### config.mk
export PLATFORM = sky130hd
export DESIGN_NAME = game_status
export DESIGN_NICKNAME = d
export VERILOG_FILES = /design/src/rtl/game_pkg.sv /design/src/rtl/game_sec_tick.sv /design/src/rtl/game_status.sv
export SDC_FILE = /design/constraint.sdc
export NUM_CORES = 1
export LEC_CHECK = 0
export ABC_AREA = 1
export BUFFER_PORTS_ARGS = -buffer_cell sky130_fd_sc_hd__buf_4
export CORE_ASPECT_RATIO = 1.4
export CORE_UTILIZATION = 45
export DETAILED_ROUTE_END_ITERATION = 8
export PLACE_DENSITY = 0.67
export SLEW_MARGIN = 15
export SYNTH_ARGS = -nofsm -noshare
export SYNTH_HDL_FRONTEND = slang
export SYNTH_SLANG_ARGS = --single-unit
export TNS_END_PERCENT = 20
### constraint.sdc
create_clock -name clk -period 6.3 [get_ports clk]
set_input_delay 0.63 -clock clk [delete_from_list [all_inputs] [get_ports clk]]
set_output_delay 0.63 -clock clk [all_outputs]
set_load 0.01 [all_outputs]
### src/rtl/game_pkg.sv
// game_pkg: shared FSM encoding, counter widths and scoring constants for game_status.
package game_pkg;
    typedef enum logic [1:0] {IDLE, RUN_C, RUN_I, OVER} state_t;
    localparam int LIVES_W        = 2;
    localparam int KILLS_W        = 8;
    localparam int SCORE_W        = 14;
    localparam int TIME_W         = 7;
    localparam int SCORE_MAX      = 9999;
    localparam int SCORE_PER_KILL = 10;
    function automatic logic [2:0] popcount4(input logic [3:0] v);
        return 3'(v[0]) + 3'(v[1]) + 3'(v[2]) + 3'(v[3]);
    endfunction
endpackage

### src/rtl/game_sec_tick.sv
// game_sec_tick: one-cycle pulse every CLK_HZ enabled cycles; counter clears on i_clr.
// Only built when GAME_STATUS_TIMER_EN is defined, the sole configuration that uses it.
`ifdef GAME_STATUS_TIMER_EN
module game_sec_tick #(
    parameter int CLK_HZ = 25000000
) (
    input  logic clk,
    input  logic rst,
    input  logic i_clr,
    input  logic i_en,
    output logic o_tick
);
    localparam int CW = CLK_HZ > 1 ? $clog2(CLK_HZ) : 1;
    logic [CW-1:0] r_cnt;
    assign o_tick = i_en && r_cnt == CW'(CLK_HZ - 1);
    always_ff @(posedge clk) begin
        if (rst || i_clr) r_cnt <= '0;
        else if (i_en)    r_cnt <= o_tick ? '0 : r_cnt + 1'b1;
    end
endmodule
`endif

### src/rtl/game_status.sv
// game_status: lives/kills/score/countdown tracking and game-over FSM for classic and infinity modes.
// Optional macro GAME_STATUS_TIMER_EN enables the 1 s countdown and classic time-expiry.
module game_status import game_pkg::*; #(
    parameter int CLK_HZ      = 25000000,
    parameter int LIVES_INIT  = 3,
    parameter int KILL_TARGET = 20,
    parameter int TIME_LIMIT  = 99
) (
    input  logic               clk,
    input  logic               rst,
    input  logic               enable_game_classic,
    input  logic               enable_game_infinity,
    input  logic               mytank_hit,
    input  logic [3:0]         enytank_kill,
    output logic               gameover_classic,
    output logic               gameover_infinity,
    output logic               win,
    output logic [LIVES_W-1:0] lives,
    output logic [KILLS_W-1:0] kills,
    output logic [SCORE_W-1:0] score,
    output logic [TIME_W-1:0]  time_left
);
`ifdef GAME_STATUS_TIMER_EN
    localparam bit TIMER_ON = 1'b1;
    localparam logic [TIME_W-1:0] TIME_INIT = TIME_W'(TIME_LIMIT);
`else
    localparam bit TIMER_ON = 1'b0;
    localparam logic [TIME_W-1:0] TIME_INIT = '0;
`endif
    state_t               r_state, w_state;
    logic                 r_go_c, w_go_c, r_go_i, w_go_i, r_win, w_win;
    logic [LIVES_W-1:0]   r_lives, w_lives;
    logic [KILLS_W-1:0]   r_kills, w_kills;
    logic [SCORE_W-1:0]   r_score, w_score;
    logic [TIME_W-1:0]    r_time, w_time;
    logic                 w_start, w_tick, w_end, w_run_en, w_target;
    logic [KILLS_W:0]     w_kill_sum;
    logic [KILLS_W-1:0]   w_kills_sat;
    logic [SCORE_W:0]     w_score_sum;
    logic [SCORE_W-1:0]   w_score_sat;
    assign w_start = r_state == IDLE && (enable_game_classic || enable_game_infinity);
`ifdef GAME_STATUS_TIMER_EN
    game_sec_tick #(.CLK_HZ(CLK_HZ)) u_sec_tick (
        .clk    (clk),
        .rst    (rst),
        .i_clr  (w_start),
        .i_en   (r_state == RUN_C),
        .o_tick (w_tick)
    );
`else
    assign w_tick = 1'b0;
`endif
    // Score follows the kills actually counted, so it stops when kills saturate.
    assign w_kill_sum  = {1'b0, r_kills} + (KILLS_W + 1)'(popcount4(enytank_kill));
    assign w_kills_sat = w_kill_sum[KILLS_W] ? '1 : w_kill_sum[KILLS_W-1:0];
    assign w_score_sum = {1'b0, r_score} + (SCORE_W + 1)'(w_kills_sat - r_kills) * (SCORE_W + 1)'(SCORE_PER_KILL);
    assign w_score_sat = w_score_sum > (SCORE_W + 1)'(SCORE_MAX) ? SCORE_W'(SCORE_MAX) : w_score_sum[SCORE_W-1:0];
    assign w_target    = r_kills >= KILLS_W'(KILL_TARGET);
    assign w_run_en    = r_state == RUN_C ? enable_game_classic : enable_game_infinity;
    // End conditions use registered values, so the game ends the cycle after they occur.
    assign w_end       = r_lives == '0 || (r_state == RUN_C && (w_target || (TIMER_ON && r_time == '0)));
    always_comb begin
        w_state = r_state;
        w_go_c  = r_go_c;
        w_go_i  = r_go_i;
        w_win   = r_win;
        w_lives = r_lives;
        w_kills = r_kills;
        w_score = r_score;
        w_time  = r_time;
        case (r_state)
            IDLE: if (w_start) begin
                w_state = enable_game_classic ? RUN_C : RUN_I;
                w_lives = LIVES_W'(LIVES_INIT);
                w_kills = '0;
                w_score = '0;
                w_time  = TIME_INIT;
                w_win   = 1'b0;
            end
            RUN_C, RUN_I: if (!w_run_en) begin
                w_state = IDLE;
            end else if (w_end) begin
                w_state = OVER;
                w_go_c  = r_state == RUN_C;
                w_go_i  = r_state == RUN_I;
                w_win   = r_state == RUN_C && r_lives != '0 && w_target;
            end else begin
                w_lives = mytank_hit && r_lives != '0 ? r_lives - 1'b1 : r_lives;
                w_kills = w_kills_sat;
                w_score = w_score_sat;
                w_time  = r_state == RUN_C && w_tick && r_time != '0 ? r_time - 1'b1 : r_time;
            end
            OVER: if (!enable_game_classic && !enable_game_infinity) begin
                w_state = IDLE;
                w_go_c  = 1'b0;
                w_go_i  = 1'b0;
            end
        endcase
    end
    always_ff @(posedge clk) begin
        if (rst) begin
            r_state <= IDLE;
            r_go_c  <= 1'b0;
            r_go_i  <= 1'b0;
            r_win   <= 1'b0;
            r_lives <= LIVES_W'(LIVES_INIT);
            r_kills <= '0;
            r_score <= '0;
            r_time  <= TIME_INIT;
        end else begin
            r_state <= w_state;
            r_go_c  <= w_go_c;
            r_go_i  <= w_go_i;
            r_win   <= w_win;
            r_lives <= w_lives;
            r_kills <= w_kills;
            r_score <= w_score;
            r_time  <= w_time;
        end
    end
    assign gameover_classic  = r_go_c;
    assign gameover_infinity = r_go_i;
    assign win               = r_win;
    assign lives             = r_lives;
    assign kills             = r_kills;
    assign score             = r_score;
    assign time_left         = r_time;
endmodule

### Yosys cells after proc, flatten, opt, wreduce, memory -nomap -nowiden

Cells that the tools add are included.

* register bits: 29
* input port bits: 9
* output and inout port bits: 34
* word-level logic and storage cells: 81

* add/subtract/negate cells: 7
* multipliers: 1
* $lt $le $gt $ge: 2
* equal/unequal tests: 10
* muxes and demuxes: 33
* reductions and logical operators: 21

Operators with widths (number)
* $mux 14: 4
* $mux 8: 4
* $pmux 14 s2: 1
* $mux 2: 9
* $pmux 8 s2: 1
* $add 14x15->15: 1
* $gt 15x14->1 const B: 1
* $mul 15x3->14 const B: 1
* $ne 2x2->1 const B: 6
* $reduce_and 4->1: 3
* $add 8x3->9: 1
* $mux 1: 9
* $sub 8x8->9: 1
* $ge 8x5->1 const B: 1
* $logic_and 1x1->1: 6
* $pmux 1 s2: 3
* $pmux 2 s3: 1
* $reduce_bool 2->1: 3
* $reduce_and 5->1: 1
* $eq 2x2->1 const B: 2
* $logic_not 2->1: 2
* $pmux 2 s2: 1
* $add 2x1->3: 1
* $add 3x1->3: 1
* other kinds (8): 10

### Longest topological paths before layout

* depth after elaboration: 13
* depth in mapped cells: 43
* gate-level depth less buffers: 43

### Least setup slack after synthesis

Ideal clock, no wire load.

* kind: input to register
* start point: input enytank_kill[0]
* end point: register r_score[0], in the netlist score[0]
* library setup time: 117 ps
* arrival time: 6410 ps
* data required time: 6183 ps
* setup slack: -227 ps
* stages: 42
* buffers on the path: 1
* cell sequence: fa_1 > inv_1 > fa_1 > inv_1 > fa_1 > nand2_2 > nor2_4 > nand4_4 > inv_1 > or2_2 > ha_1 > nand2_1 > nor2_1 > a211oi_1 > nor2_1 > o21ai_0 > nand2_1 > xnor2_1 > [... 6 more ...] > nor2_1 > nor2_1 > nor2_1 > o21ai_0 > nand2_1 > xor2_1 > ha_1 > inv_1 > nor3_2 > nand3_1 > nand4_1 > xor2_1 > inv_1 > nand2_2 > buf_6 > nand2_1 > a21oi_1 > nor2_1

* word-level cells in the longest chain between the ends: 13

Ends and longest elaborated chain
* start, declared: line game_status.sv:14 `input logic [3:0] enytank_kill,`
* $add 1x1->2: line game_pkg.sv:11 `return 3'(v[0]) + 3'(v[1]) + 3'(v[2]) + 3'(v[3]);`
* $add 2x1->3: line game_pkg.sv:11
* $add 3x1->3: line game_pkg.sv:11
* $add 8x3->9: line game_status.sv:54 `assign w_kill_sum = {1'b0, r_kills} + (KILLS_W + 1)'(popcount4(enytank_kill));`
* $mux 8: line game_status.sv:55 `assign w_kills_sat = w_kill_sum[KILLS_W] ? '1 : w_kill_sum[KILLS_W-1:0];`
* $sub 8x8->9: line game_status.sv:56 `assign w_score_sum = {1'b0, r_score} + (SCORE_W + 1)'(w_kills_sat - r_kills) * (SCORE_W + 1)'(SCORE_PER_KILL);`
* $mul 15x3->14: line game_status.sv:56
* $add 14x15->15: line game_status.sv:56
* $gt 15x14->1: line game_status.sv:57 `assign w_score_sat = w_score_sum > (SCORE_W + 1)'(SCORE_MAX) ? SCORE_W'(SCORE_MAX) : w_score_sum[SCORE_W-1:0];`
* $mux 14: line game_status.sv:57
* $mux 14: line game_status.sv:82 `end else if (w_end) begin`
* $mux 14: line game_status.sv:80 `RUN_C, RUN_I: if (!w_run_en) begin`
* $pmux 14 s2: line game_status.sv:71 `case (r_state)`
* end signal, assigned: line game_status.sv:117 `r_score <= w_score;`
* end, declared: line game_status.sv:34 `logic [SCORE_W-1:0] r_score, w_score;`

Every way passes these cells. The select of a mux whose other input is x is not followed.
A chain may end at the register's enable or synchronous reset.

### Final worst setup path

* start point: input enytank_kill[0]
* end point: register r_score[7], in the netlist score[7]

* word-level cells in the longest chain between the ends: 13

Ends and longest elaborated chain (line)
* $add 1x1->2 (*): game_pkg.sv:11
* $add 2x1->3 (*): game_pkg.sv:11
* $add 3x1->3 (*): game_pkg.sv:11
* $add 8x3->9 (*): game_status.sv:54
* $mux 8 (*): game_status.sv:55
* $sub 8x8->9 (*): game_status.sv:56
* $mul 15x3->14 (*): game_status.sv:56
* $add 14x15->15 (*): game_status.sv:56
* $gt 15x14->1: game_status.sv:57
* $mux 14 (*): game_status.sv:57
* $mux 14 (*): game_status.sv:82
* $mux 14 (*): game_status.sv:80
* $pmux 14 s2 (*): game_status.sv:71

Mark *: on every way between the ends. The rest lies on a longest branch, timed or not. The select of a mux whose other input is x is not followed.

==> summary.md <==
| Metric | Value |
|---|---|
| Failing checks | negative setup slack |
| Number of buffers between clock root and the deepest sink | 2 |
| Clock transition time at the flip-flop clock pins of the worst setup and hold paths | 0.07 ns |
| Total clock sinks | 29 |
| Max_slew headroom | 32.6% |
| Overall die height | 103 microns |
| Beginning of the worst register-to-register path | kills[0] |
| Layout Nets | 647 |
| Sequential area share after synthesis | 17.8% |
| Layout cells sized above 1 | 30.5% |
| Post-route DRC violation count | 0 |
| Max-slew violation count | 0 |
| Number of endpoints failing setup at the final stage | 13 |
| Wirelength, routed | 9.07 mm |
| Most area-hungry cell type in the Yosys netlist | dfxtp_1 |
| Ant. Diodes | 0 |
| Highest clock rate | 156 MHz |
| Crit path setup slack, layout | -0.111 ns |
| Wire length of the first global-routing pass | 15.0 mm |
| Top-level port count | 43 |
| Post-Route Setup TNS | -1.20 ns |
| Die area | 7620 sq um |
| First-iteration detailed-routing DRC count | 142 |
| Number of I/O port buffers | 35 |
| Endpoint of the worst hold-timing path | score[0] |
| Fin Hold WS | 0.485 ns |
| Depth of the most critical reg-to-reg path | 40 |
| Core area | 6980 sq um |
| Number of synthesized flops with an enable pin | 0 |
| Data arrival time at the worst-slack endpoint | 6.65 ns |
| Mean number of vias per cell | 5.10 |
| Number of global-route vias before repair | 3432 |
| Count of hold buffers inserted by post-cts repair | 0 |
| Gate count after technology mapping | 496 |
| Top flip-flop cell by instance count after synthesis | dfxtp_1 |
| Maximum fanout along the worst path | 6 |
| Inserted Clock Buffers | 5 |
| Synth Register Bits | 29 |
| Crit Path Category | in2reg |
| Setup repair after global routing missed its margin | yes |
| Status | finished with violations |
| Commonest cells in the netlist | nand2_1, inv_1, nor2_1 |
| Avg WL per Cell | 13.2 microns |
| Worst Min Path Start | score[0] |
| Cell with the most instances after synthesis | nand2_1 |
| Most frequent cell on the critical path | nand2_1 |
| Worst setup EP type | register |
| Period utilisation layout | 102% |
| Path category of the worst min-delay check | reg2reg |
| Shortest clock period the worst path allows after layout | 6.41 ns |
| All-layer global routing usage | 25.7% |
| Post-DP Area | 4000 sq um |
| Transition time at the pin with the least slew margin | 1.01 ns |
| Initial antenna violation count | 0 |
| Clock tree from TritonCTS | done |
| Hold depth | 2 |
| Count of distinct cell types in the synthesized netlist | 37 |
| CP max-delay cell | fa_1 |
| Post-synth top area share | 17.8% |
| Biggest cell delay along the critical path | 0.54 ns |
| Biggest area contributors in the synthesized netlist | dfxtp_1, ha_1, nand2_1, inv_1, a21oi_1 |
| DPL Wire Length | 6.71 mm |
| Final antenna-violating net count | 0 |
| Initial standard-cell utilization of the core | 46.8% |
| Final hold violation count | 0 |
| Site Rows | 36 |
| Die Wd | 74.1 microns |
| Maximum number of pins on one net before global-route repair | 31 |
| Setup crit start kind | primary input |
| Post-synthesis cell area | 3270 sq um |
| Final Instance Area | 4450 sq um |
| Post-synthesis to final-layout area growth | 36.0% |
| Final clock skew | 0.00550 ns |
| Count of max-cap constraint violations | 0 |
| Final RePlAce weighted congestion | 0.977 |
| Post-Place Worst Slack | -0.565 ns |
| CP Data Required Time | 6.54 ns |
| Overall via count from detail_route | 3512 |
| Number of synthesis warnings | 0 |
| Worst-skew pair later-pin latency | 0.29 ns |
| Clock root buffer master | clkbuf_8 |
| Synthesized area per cell | 6.59 sq um |
| FF-to-FF End | score[7] |
| Leftover overflow at the end of global routing | 0 |
| Number of H-tree levels | 2 |
| Register-to-register setup slack | 0.41 ns |
| Share of flip-flops with an asynchronous set or reset after synthesis | 0% |
| DRT Pass-1 Iters | 4 |
-- flip-flops by register name, indices dropped and copies added (netlist names) --
name	count
score	14
kills	8
lives	2
r_state	2
gameover_classic	1
gameover_infinity	1
win	1
-- cell type report --
cell class	instances	area, sq um
flip-flops and latches	29	581
clock buffers	7	86.3
multi-input cells	366	2500
fillers	641	2530
well taps	95	119
inverters	92	348
repair buffers	98	785
clock inverters	1	30.0
-- logic make-up (layout without fill, tap and decap cells) --
kind of cell	after synthesis	count (layout)	synth area share (%)
AOI/OAI and AO/OA	82	82	14.5
xor gates and xnor gates	16	16	4.28
adders and majority gates	46	46	19.0
buffers and inverters	108	198	14.2
DFF	29	29	17.8
other	1	7	0.115
and+or+nand+nor	214	215	30.2
-- critical path, delay by kind of cell --
family | cells | cell delay, ns
and+or+nand+nor | 21 | 2.12
xor gates and xnor gates | 2 | 0.31
buffers and inverters | 9 | 0.87
AOI/OAI and AO/OA | 3 | 0.51
adders and majority gates | 7 | 2.20
-- worst max-delay path by stage --
| stage | cells past startpoint | to | startpoint |
|---|---|---|---|
| 5_1_grt | 43 | score[12] | enytank_kill[0] |
| 2_1_floorplan | 42 | score[0] | enytank_kill[0] |
| 3_5_place_dp | 39 | score[2] | enytank_kill[0] |
| 3_3_place_gp | 34 | score[11] | enytank_kill[0] |
| 6_report | 42 | score[7] | enytank_kill[0] |
| 4_1_cts | 43 | score[5] | enytank_kill[3] |
-- placed cells by master, fill, tap and decap left out, types with 4 or more instances in the layout --
cell and count:
a21oi_1 25, xnor2_1 6, nor3_1 4, buf_4 92, xor2_1 7, nor2_1 40, ha_1 31, nand2_4 4
nand3_2 9, clkbuf_8 6, nor2_2 5, dfxtp_1 29, a211oi_1 6, nand4_1 12, inv_2 8, o21ai_1 5
nand2_2 11, inv_1 83, o21ai_0 19, nand3_1 23, a21oi_2 14, conb_1 7, nand2_1 99, ha_4 8
-- layer usage --
metal  global-route usage, %  part of all wire, %
met5                       0                    0
met4                    12.7                  3.7
met3                    3.71                  4.1
met2                    47.9                   53
met1                    27.6                   39
-- per-stage QoR --
| step | util (%) | std cells |
|---|---|---|
| final | 63.7 | 688 |
| after global routing | 63.7 | 688 |
| after CTS | 62.0 | 685 |
| after detailed placement | 57.2 | 667 |
| after global placement | 57.2 | 667 |
| after floorplan | - | 502 |
-- what timing repair did --
action / CTS / global route
pin swaps: 40 / 39
hold endpoints to repair: 0 / 0
gates cloned: 2 / 0
setup endpoints to repair: 14 / 14
buffers inserted: 9 / 4
gates resized for setup: 25 / 21
Power is not shown: default switching activity piles up to over one toggle a cycle in this logic, so the estimate is an artifact.
